[config.mk]
export PLATFORM = sky130hd
export DESIGN_NAME = riscv_lsu_flat
export DESIGN_NICKNAME = d
export VERILOG_FILES = /design/src/rtl/riscv_lsu_if.sv /design/src/rtl/riscv_lsu.sv /design/src/flat_wrapper.sv
export SDC_FILE = /design/constraint.sdc
export NUM_CORES = 1
export LEC_CHECK = 0
export CELL_PAD_IN_SITES_DETAIL_PLACEMENT = 1
export CELL_PAD_IN_SITES_GLOBAL_PLACEMENT = 1
export CORE_AREA = 2 2 139 141
export DETAILED_ROUTE_END_ITERATION = 8
export DIE_AREA = 0 0 141 143
export GPL_TIMING_DRIVEN = 0
export HOLD_SLACK_MARGIN = 0.08
export PLACE_DENSITY_LB_ADDON = 0.1
export SLEW_MARGIN = 20
export SYNTH_ARGS = -nofsm -noshare
export SYNTH_HDL_FRONTEND = slang
export SYNTH_SLANG_ARGS = --single-unit
[constraint.sdc]
create_clock -name clk_i -period 2.6 [get_ports clk_i]
set_input_delay 0.52 -clock clk_i [delete_from_list [all_inputs] [get_ports clk_i]]
set_output_delay 0.52 -clock clk_i [all_outputs]
set_load 0.05 [all_outputs]
[src/rtl/riscv_lsu_if.sv]
// Data-memory bus between the load/store unit (master) and data memory (slave).
interface riscv_lsu_if;
  logic        mem_req_o;
  logic        mem_we_o;
  logic [3:0]  mem_be_o;
  logic [31:0] mem_addr_o;
  logic [31:0] mem_wd_o;
  logic [31:0] mem_rd_i;
  logic        mem_ready_i;

  modport master (
    output mem_req_o, mem_we_o, mem_be_o, mem_addr_o, mem_wd_o,
    input  mem_rd_i, mem_ready_i
  );

  modport slave (
    input  mem_req_o, mem_we_o, mem_be_o, mem_addr_o, mem_wd_o,
    output mem_rd_i, mem_ready_i
  );
endinterface

[src/rtl/riscv_lsu.sv]
// RISC-V load/store unit: IDLE/WAIT/DONE bus sequencer with lane steering and a WAIT timeout.
// Defining LSU_MISALIGN_TRAP_EN adds misalign_o and rejects misaligned H/HU/W accesses.
module riscv_lsu #(
  parameter int unsigned WAIT_MAX = 16
) (
  input  logic        clk_i,
  input  logic        arstn_i,
  input  logic        core_req_i,
  input  logic        core_we_i,
  input  logic [2:0]  core_size_i,
  input  logic [31:0] core_addr_i,
  input  logic [31:0] core_wd_i,
  output logic [31:0] core_rd_o,
  output logic        core_stall_req_o,
  output logic        bus_err_o,
  riscv_lsu_if.master mem
`ifdef LSU_MISALIGN_TRAP_EN
  ,
  output logic        misalign_o
`endif
);

  typedef enum logic [1:0] {S_IDLE, S_WAIT, S_DONE} state_t;
  typedef enum logic [1:0] {SZ_B, SZ_H, SZ_W} width_t;

  state_t      state_q, state_d;
  width_t      req_width;
  logic [3:0]  req_be;
  logic [31:0] req_wd;
  logic        trap;
  logic        start;

  logic [7:0]  cnt_q;
  logic [8:0]  cnt_inc;
  logic        timeout;

  logic        we_q;
  logic [2:0]  size_q;
  logic [1:0]  off_q;
  logic [29:0] addr_q;
  logic [3:0]  be_q;
  logic [31:0] wd_q;
  logic [31:0] rd_q;
  logic        err_q;

  logic [7:0]  load_byte;
  logic [15:0] load_half;
  logic [31:0] load_data;

  // Unsupported size codes fall through to a full-word access.
  always_comb begin
    case (core_size_i)
      3'd0, 3'd4: req_width = SZ_B;
      3'd1, 3'd5: req_width = SZ_H;
      default:    req_width = SZ_W;
    endcase
  end

  always_comb begin
    req_be = 4'b1111;
    req_wd = core_wd_i;
    if (core_we_i) begin
      case (req_width)
        SZ_B: begin
          req_be = 4'b0001 << core_addr_i[1:0];
          req_wd = {4{core_wd_i[7:0]}};
        end
        SZ_H: begin
          req_be = 4'b0011 << {core_addr_i[1], 1'b0};
          req_wd = {2{core_wd_i[15:0]}};
        end
        default: ;
      endcase
    end
  end

`ifdef LSU_MISALIGN_TRAP_EN
  logic misaligned;
  assign misaligned = ((req_width == SZ_H) && core_addr_i[0]) ||
                      ((req_width == SZ_W) && (core_addr_i[1:0] != 2'b00));
  assign trap = core_req_i && misaligned;
`else
  assign trap = 1'b0;
`endif
  assign start = core_req_i && !trap;

  assign cnt_inc = {1'b0, cnt_q} + 9'd1;
  assign timeout = (cnt_inc == 9'(WAIT_MAX));

  always_ff @(posedge clk_i or negedge arstn_i) begin
    if (!arstn_i) state_q <= S_IDLE;
    else          state_q <= state_d;
  end

  // A ready in the same cycle as the timeout completes normally.
  always_comb begin
    state_d = state_q;
    case (state_q)
      S_IDLE:  if (start) state_d = S_WAIT;
      S_WAIT:  if (mem.mem_ready_i || timeout) state_d = S_DONE;
      S_DONE:  state_d = S_IDLE;
      default: state_d = S_IDLE;
    endcase
  end

  always_ff @(posedge clk_i or negedge arstn_i) begin
    if (!arstn_i) begin
      cnt_q  <= 8'd0;
      we_q   <= 1'b0;
      size_q <= 3'd0;
      off_q  <= 2'd0;
      addr_q <= 30'd0;
      be_q   <= 4'd0;
      wd_q   <= 32'd0;
      rd_q   <= 32'd0;
      err_q  <= 1'b0;
    end else begin
      err_q <= 1'b0;
      case (state_q)
        S_IDLE: if (start) begin
          we_q   <= core_we_i;
          size_q <= core_size_i;
          off_q  <= core_addr_i[1:0];
          addr_q <= core_addr_i[31:2];
          be_q   <= req_be;
          wd_q   <= req_wd;
          cnt_q  <= 8'd0;
        end
        S_WAIT: begin
          if (mem.mem_ready_i) begin
            if (!we_q) rd_q <= load_data;
          end else if (timeout) begin
            err_q <= 1'b1;
            rd_q  <= 32'd0;
          end else begin
            cnt_q <= cnt_inc[7:0];
          end
        end
        default: ;
      endcase
    end
  end

  always_comb begin
    case (off_q)
      2'd0:    load_byte = mem.mem_rd_i[7:0];
      2'd1:    load_byte = mem.mem_rd_i[15:8];
      2'd2:    load_byte = mem.mem_rd_i[23:16];
      default: load_byte = mem.mem_rd_i[31:24];
    endcase
    load_half = off_q[1] ? mem.mem_rd_i[31:16] : mem.mem_rd_i[15:0];
    case (size_q)
      3'd0:    load_data = {{24{load_byte[7]}}, load_byte};
      3'd4:    load_data = {24'd0, load_byte};
      3'd1:    load_data = {{16{load_half[15]}}, load_half};
      3'd5:    load_data = {16'd0, load_half};
      default: load_data = mem.mem_rd_i;
    endcase
  end

  // Bus outputs are gated by reset so they drop the moment arstn_i falls.
  always_comb begin
    mem.mem_req_o    = 1'b0;
    mem.mem_we_o     = 1'b0;
    mem.mem_be_o     = 4'd0;
    mem.mem_addr_o   = 32'd0;
    mem.mem_wd_o     = 32'd0;
    core_stall_req_o = 1'b0;
    if (arstn_i) begin
      case (state_q)
        S_IDLE: if (start) begin
          mem.mem_req_o    = 1'b1;
          mem.mem_we_o     = core_we_i;
          mem.mem_be_o     = req_be;
          mem.mem_addr_o   = {core_addr_i[31:2], 2'b00};
          mem.mem_wd_o     = req_wd;
          core_stall_req_o = 1'b1;
        end
        S_WAIT: begin
          mem.mem_req_o    = 1'b1;
          mem.mem_we_o     = we_q;
          mem.mem_be_o     = be_q;
          mem.mem_addr_o   = {addr_q, 2'b00};
          mem.mem_wd_o     = wd_q;
          core_stall_req_o = 1'b1;
        end
        default: ;
      endcase
    end
  end

  assign core_rd_o = rd_q;
  assign bus_err_o = err_q;

`ifdef LSU_MISALIGN_TRAP_EN
  assign misalign_o = arstn_i && (state_q == S_IDLE) && trap;
`endif

endmodule

[src/flat_wrapper.sv]
// flat-port wrapper written by rule: the top's interface ports become plain ports
module riscv_lsu_flat 
#(
  parameter int unsigned WAIT_MAX = 16
)
  (clk_i, arstn_i, core_req_i, core_we_i, core_size_i, core_addr_i, core_wd_i, core_rd_o, core_stall_req_o, bus_err_o, mem_mem_req_o, mem_mem_we_o, mem_mem_be_o, mem_mem_addr_o, mem_mem_wd_o, mem_mem_rd_i, mem_mem_ready_i);
  riscv_lsu_if mem_i ();
  input  logic clk_i;
  input  logic arstn_i;
  input  logic core_req_i;
  input  logic core_we_i;
  input  logic [2:0] core_size_i;
  input  logic [31:0] core_addr_i;
  input  logic [31:0] core_wd_i;
  output logic [31:0] core_rd_o;
  output logic core_stall_req_o;
  output logic bus_err_o;
  output wire logic [$bits(mem_i.mem_req_o)-1:0] mem_mem_req_o;
  output wire logic [$bits(mem_i.mem_we_o)-1:0] mem_mem_we_o;
  output wire logic [$bits(mem_i.mem_be_o)-1:0] mem_mem_be_o;
  output wire logic [$bits(mem_i.mem_addr_o)-1:0] mem_mem_addr_o;
  output wire logic [$bits(mem_i.mem_wd_o)-1:0] mem_mem_wd_o;
  input wire logic [$bits(mem_i.mem_rd_i)-1:0] mem_mem_rd_i;
  input wire logic [$bits(mem_i.mem_ready_i)-1:0] mem_mem_ready_i;
  assign mem_mem_req_o = mem_i.mem_req_o;
  assign mem_mem_we_o = mem_i.mem_we_o;
  assign mem_mem_be_o = mem_i.mem_be_o;
  assign mem_mem_addr_o = mem_i.mem_addr_o;
  assign mem_mem_wd_o = mem_i.mem_wd_o;
  assign mem_i.mem_rd_i = mem_mem_rd_i;
  assign mem_i.mem_ready_i = mem_mem_ready_i;
  riscv_lsu #(.WAIT_MAX(WAIT_MAX)) u_core (.clk_i(clk_i), .arstn_i(arstn_i), .core_req_i(core_req_i), .core_we_i(core_we_i), .core_size_i(core_size_i), .core_addr_i(core_addr_i), .core_wd_i(core_wd_i), .core_rd_o(core_rd_o), .core_stall_req_o(core_stall_req_o), .bus_err_o(bus_err_o), .mem(mem_i));
endmodule
==> results.py, run 1 <==
metrics = {
    "status": {
        "outcome": "finished clean",
    },
    "synthesis": {
        "synth_commonest_cells": "nand2_1 (281), dfrtp_1 (115), a21oi_1 (71)",
        "post-synth-top-count-cell": "nand2_1",
        "yosysWarnings": 0,
        "netlist.area_leader.share_pct": 47.2,
        "syn_inst": 740,
        "ys_types": 46,
        "avgSynthCellArea_um2": 8.23,
        "synth-seq-cells": 115,
        "syn-cell-area_um2": 6090,
        "synthTopCellsByArea": "dfrtp_1 (47%), nand2_1 (17%), a21oi_1 (5.8%), mux2i_1 (2.8%), mux2_2 (2.8%)",
        "synth_enable_flop_cells": 0,
        "post-synth-top-area-cell": "dfrtp_1",
        "ys_seq_area_share_pct": 47.2,
        "synth_ff_type": "dfrtp_1",
        "ys_async_sr_fraction_pct": 100,
    },
    "routing": {
        "ant_nets": 0,
        "avgViaCountPerCell": 5.16,
        "totalWireLength_um": 23200,
        "drc": 0,
        "num_vias": 6282,
        "initialDrtViolationCount": 223,
        "wl_per_cell_um": 19.0,
        "first_pass_iters": 4,
    },
    "cells_and_area": {
        "multi_input_area_um2": 3220,
        "area_growth_pct": 55.6,
        "ff_latch_area_um2": 2880,
        "num_antenna_cells": 0,
        "fillCellCount": 2168,
        "final_util_pct": 51.0,
        "fin_nets": 1075,
        "drive_above_1_share_pct": 23.5,
    },
    "floorplan": {
        "start_util_pct": 32.8,
        "dieWidth_um": 141,
        "die_area_um2": 20200,
        "num_rows": 50,
        "num_io_pins": 208,
        "die_height_um": 143,
        "core_area_um2": 18600,
    },
    "critical_path": {
        "path_max_fanout": 10,
        "critical_path_arrival_ns": 2.01,
        "critPathKind": "reg -> out",
        "startpoint_type": "flip-flop",
        "required_ns": 2.08,
        "endpoint_kind": "output pin",
    },
    "sta": {
        "relSlewSlack_pct": 36.5,
        "holdWs_ns": 0.187,
        "fin_skew_ns": 0.00492,
        "fin_tns_setup_ns": 0,
        "final_max_slew_viol_count": 0,
        "setup_viol": 0,
        "hold_viol": 0,
        "period_needed_ns": 2.53,
        "fmax_mhz": 395,
        "layout_worst_path_cycle_share_pct": 97.3,
        "worst_pin_slew_ns": 0.949,
    },
    "global_routing": {
        "antenna_found_initial": 1,
        "grtUsageTotal_pct": 23.3,
        "grt_pass1_wl_um": 36400,
        "grt_overflow": 0,
        "grt_pass1_vias": 6687,
        "grt_max_degree": 38,
    },
    "place": {
        "place_hpwl_um": 16600,
        "io_buffers": 204,
        "gp_congestion": 0.809,
    },
    "clock_tree": {
        "cts_tree": "built",
        "cts_inserted_buffers": 17,
        "cts.path.max_buffers": 2,
        "cts_sinks": 115,
        "path_clk_slew_ns": 0.06,
        "cts-root-buf": "clkbuf_16",
        "htree_levels": 4,
        "clock_latency_ns": 0.42,
    },
    "power": {
        "powerDensity_nw_per_um2": 1100,
        "ir_drop_mv": 0.579,
        "cellLeakagePower_nw": 4.32,
    },
    "flow_run": {
        "maxCapViolCount": 0,
    },
    "min_path": {
        "hold_class": "in -> async",
    },
}
power breakdown:
part	total, mW	internal (mW)	switching (mW)
Sequential	2.99	2.52	0.466
Clock	2.49	1.65	0.844
Combinational	4.98	1.72	3.26
what timing repair did:
action | in CTS | in global routing
setup buffers | 0 | 1
hold buffers | 3 | 0
setup endpoints to repair | 69 | 58
pin swaps | 1 | 2
gates resized for setup | 457 | 45
cloned | 3 | 0
hold endpoints to repair | 42 | 0
state kept, by name, summed over array words and instances, names as in the netlist:
name	flops
u_core.core_rd_o	32
u_core.wd_q	32
u_core.addr_q	30
u_core.cnt_q	8
u_core.be_q	4
u_core.size_q	3
u_core.off_q	2
u_core.state_q	2
u_core.bus_err_o	1
u_core.we_q	1
cell type report:
cell class / count / area share [%]
Inverter: 2 / 0.0792
Clock buffer: 23 / 4.94
Buffer: 55 / 4.07
Sequential cell: 115 / 30.4
Multi-Input combinational cell: 567 / 34.0
Timing Repair Buffer: 212 / 21.9
Clock inverter: 9 / 1.61
Tap cell: 234 / 3.09
kinds of logic after synthesis:
kind of cell,share of synthesized area (%)
AO/OA/AOI/OAI,18.8
multiplexers,5.94
flip-flops,47.2
buffers and inverters,4.23
other,0.0616
AND/OR/NAND/NOR,23.5
adder cells (fa/ha/maj),0.205
metrics by stage:
step	power, mW	setup slack, ns	instance area, µm²	std cells
3_3_place_gp	7.78	-5.40	8640	1179
6_report	10.5	0.0694	9480	1217
2_1_floorplan	6.17	0.00870	6300	741
5_1_grt	11.0	-0.00839	9480	1217
4_1_cts	10.5	0.00256	9410	1216
3_5_place_dp	7.88	-1.49	8660	1180
worst max-delay path, cell delays in order, from the launching register on:
cell	delay, ns
dfrtp_2	0.45
nor2_4	0.15
and2_4	0.16
buf_8	0.14
clkbuf_16	0.17
nand2_1	0.10
a21oi_2	0.22
buf_6	0.19
per-layer routing:
layer / global-route usage (%) / vias to the layer above / share of wire (%)
met4: 5.95 / 0 / 1.2
met1: 30.3 / 3126 / 45
met5: 0 / - / 0
met3: 5.77 / 21 / 5.5
li1: - / 2979 / -
met2: 39.1 / 156 / 49
path summary, 6_finish.rpt:
check / slack (ns) / end / start / cells past startpoint
worst max-delay path: 0.07 / mem_mem_we_o / u_core.state_q[0] / 7
worst min-delay path: 0.19 / u_core.addr_q[28] / arstn_i / 2
worst max register to register: 0.32 / u_core.core_rd_o[2] / u_core.state_q[1] / 6
max in group asynchronous: 1.07 / u_core.wd_q[3] / arstn_i / 3
worst min register to register: 0.48 / u_core.wd_q[12] / u_core.wd_q[12] / 2
min in group clk_i: 0.48 / u_core.wd_q[12] / u_core.wd_q[12] / 2
placed cells by master, fill, tap and decap left out, types with 4 or more instances in the layout:
cell type,Yosys,layout
a21o_1,16,16
nor2_1,35,33
o31ai_1,7,7
clkdlybuf4s50_1,0,130
dfrtp_1,115,114
clkbuf_2,0,6
a211oi_1,7,7
mux2i_1,17,17
buf_6,2,18
clkbuf_8,0,8
buf_2,8,23
o221ai_1,7,7
bufinv_16,0,4
a21oi_2,0,58
o211ai_1,8,8
nor3_1,11,11
nand2b_1,7,6
a221o_1,16,16
a31oi_1,9,9
nand2_1,281,279
clkbuf_16,0,18
clkbuf_4,0,12
a21oi_1,71,13
mux2_2,15,15
clkbuf_1,40,20
dlygate4sd2_1,0,4
o21ai_0,26,26
buf_4,3,42
No activity file was read; power rests on OpenSTA's default activity.
==> inputs of run 2 (changes only) <==
--- a/config.mk
+++ b/config.mk
@@ -6,9 +6,10 @@
 export NUM_CORES = 1
 export LEC_CHECK = 0
-export CELL_PAD_IN_SITES_DETAIL_PLACEMENT = 1
-export CELL_PAD_IN_SITES_GLOBAL_PLACEMENT = 1
-export CORE_AREA = 2 2 139 141
+export CAP_MARGIN = 20
+export CELL_PAD_IN_SITES_DETAIL_PLACEMENT = 0
+export CELL_PAD_IN_SITES_GLOBAL_PLACEMENT = 2
+export CORE_AREA = 2 2 157 159
 export DETAILED_ROUTE_END_ITERATION = 8
-export DIE_AREA = 0 0 141 143
+export DIE_AREA = 0 0 159 161
 export GPL_TIMING_DRIVEN = 0
 export HOLD_SLACK_MARGIN = 0.08
==> constraint.sdc (replaced) <==
create_clock -name clk_i -period 2.6 [get_ports clk_i]
set_input_delay 0.26 -clock clk_i [delete_from_list [all_inputs] [get_ports clk_i]]
set_output_delay 0.26 -clock clk_i [all_outputs]
set_load 0.05 [all_outputs]
==> run 2 against run 1 <==
Effect of this change: clock skew grew 0.0021 ns; core utilization shrank 13 points; worst hold slack gained 0.092 ns; highest routed layer unchanged.
==> results.py, run 2 (synthesized netlist as in run 1, its figures left out) <==
metrics = {
    "routing": {
        "avgViaCountPerCell": 4.63,
        "num_vias": 6027,
        "initialDrtViolationCount": 312,
        "totalWireLength_um": 23300,
        "wl_per_cell_um": 17.9,
        "ant_nets": 0,
        "first_pass_iters": 5,
        "drc": 0,
    },
    "cells_and_area": {
        "area_growth_pct": 48.8,
        "ff_latch_area_um2": 2880,
        "fin_nets": 1071,
        "multi_input_area_um2": 2980,
        "final_util_pct": 37.8,
        "final_cells": 1303,
        "drive_above_1_share_pct": 16.9,
        "fillCellCount": 2538,
        "layout_commonest_cell": "nand2_1",
        "layout_common_cells": "nand2_1 (280), clkdlybuf4s50_1 (134), dfrtp_1 (115)",
    },
    "critical_path": {
        "path_common_cell": "clkbuf_4",
        "rrSetupSlack_ns": 0.39,
        "path_buf_inv": 3,
        "path_depth": 7,
        "critical_path_arrival_ns": 2.21,
        "critPathKind": "reg -> out",
        "r2r_start": "u_core.cnt_q[0]",
        "worstPathCellList": "nor2_1 -> and2_1 -> clkbuf_4 -> clkbuf_4 -> nand2_1 -> a21oi_1 -> clkbuf_4",
        "crit_path_start": "u_core.state_q[0]",
        "endpoint": "mem_mem_addr_o[25]",
        "slowest_stage": "dfrtp_1",
        "cp_slowest_stage_delay_ns": 0.44,
        "path_max_fanout": 10,
        "endpoint_kind": "output pin",
        "reg2reg_to": "u_core.core_rd_o[13]",
        "startpoint_type": "flip-flop",
        "critical_path.top_delay_family": "buffers and inverters",
        "required_ns": 2.34,
        "r2r_cells": 7,
    },
    "status": {
        "outcome": "finished clean",
    },
    "place": {
        "io_buffers": 204,
        "place_ws_ns": -1.00,
        "gp_congestion": 0.757,
        "place_hpwl_um": 17100,
        "dpl.cell_count": 1270,
    },
    "global_routing": {
        "grt_pass1_wl_um": 36300,
        "grt_overflow": 0,
        "grt_pass1_vias": 6188,
        "grtUsageTotal_pct": 18.2,
        "antenna_found_initial": 1,
        "grt_max_degree": 64,
    },
    "sta": {
        "final_max_slew_viol_count": 0,
        "hold_viol": 0,
        "relSlewSlack_pct": 54.4,
        "fin_skew_ns": 0.00697,
        "layout_worst_path_cycle_share_pct": 95.1,
        "period_needed_ns": 2.47,
        "worst_pin_slew_ns": 0.684,
        "fmax_mhz": 404,
        "fin_tns_setup_ns": 0,
        "finalWorstSetupSlack_ns": 0.126,
        "setup_viol": 0,
        "rsz0062_at_grt": "yes",
    },
    "flow_run": {
        "maxCapViolCount": 0,
    },
    "power": {
        "powerDensity_nw_per_um2": 1110,
        "cellLeakagePower_nw": 4.17,
        "ir_drop_mv": 0.455,
    },
    "floorplan": {
        "die_height_um": 161,
        "num_rows": 57,
        "die_area_um2": 25600,
        "start_util_pct": 25.4,
        "core_area_um2": 24000,
        "dieWidth_um": 159,
        "num_io_pins": 208,
    },
    "min_path": {
        "hold_class": "in -> reg",
    },
    "clock_tree": {
        "path_clk_slew_ns": 0.06,
        "cts.path.max_buffers": 2,
        "clock_latency_ns": 0.41,
        "cts_tree": "built",
        "cts-root-buf": "clkbuf_16",
        "htree_levels": 4,
        "cts_sinks": 115,
        "cts_inserted_buffers": 17,
    },
}
-- run 2: cell types whose count changed in the layout (fill, tap and decap cells not counted), sizes merged, moves of 4 or more --
cell,change
buf,-25
clkbuf,+10
clkdlybuf4s15,+6
clkdlybuf4s50,+4
clkinv,+5
dlygate4sd2,-4
-- run 2: stage by stage --
stage          area (µm²)  power [mW]  hold WS [ns]
2_1_floorplan        6100        6.04       -0.0356
3_3_place_gp         8540        7.76         0.458
3_5_place_dp         8580        7.77         0.214
4_1_cts              9190        10.2        -0.232
5_1_grt              9060        10.7         0.286
6_report             9070        10.0         0.278
-- run 2: where the power goes --
group / switching, mW / internal, mW
registers: 0.432 / 2.52
logic: 3.14 / 1.55
clock network: 0.903 / 1.50
-- run 2: layout make-up --
class / count / share of cell area [%]
tap: 324 / 4.47
buffer: 56 / 3.46
sequential: 115 / 31.7
inverter: 2 / 0.0828
clock buffer: 17 / 4.69
timing repair buffer: 207 / 20.9
antenna: 1 / 0.0276
clock inverter: 14 / 1.81
multi-input combinational: 567 / 32.8
-- run 2: how the worst min path moves through the flow --
stage / from / endpoint / slack [ns] / cells past startpoint
after floorplan: arstn_i / u_core.addr_q[0] / -0.04 / 0
after global placement: u_core.addr_q[1] / u_core.addr_q[1] / 0.46 / 2
after detailed placement: arstn_i / u_core.core_rd_o[26] / 0.21 / 1
after CTS: arstn_i / u_core.core_rd_o[26] / -0.23 / 1
after global routing: mem_mem_ready_i / u_core.core_rd_o[12] / 0.29 / 4
final: mem_mem_ready_i / u_core.core_rd_o[8] / 0.28 / 4
-- run 2: what timing repair did --
item | 4_1_cts | 5_1_grt
gates resized for setup | 285 | 134
setup endpoints to repair | 69 | 60
hold endpoints to repair | 52 | 52
setup buffers | 0 | 0
pin swaps | 0 | 0
-- run 2: routing by layer --
| metal | global-route usage (%) | vias to the layer above | wire, µm |
|---|---|---|---|
| met2 | 29.3 | 177 | 10800 |
| li1 | - | 2976 | - |
| met5 | 0 | - | 0 |
| met3 | 4.98 | 18 | 1400 |
| met4 | 4.09 | 0 | 211 |
| met1 | 24.5 | 2856 | 10900 |
-- run 2: worst reg2reg max path, cell delays in order (launching register included) --
cell	delay (ns)
dfrtp_1	0.43
ha_1	0.24
nand2_1	0.09
nor3_1	0.44
a31oi_4	0.28
buf_2	0.26
a211oi_1	0.30
a21o_1	0.12
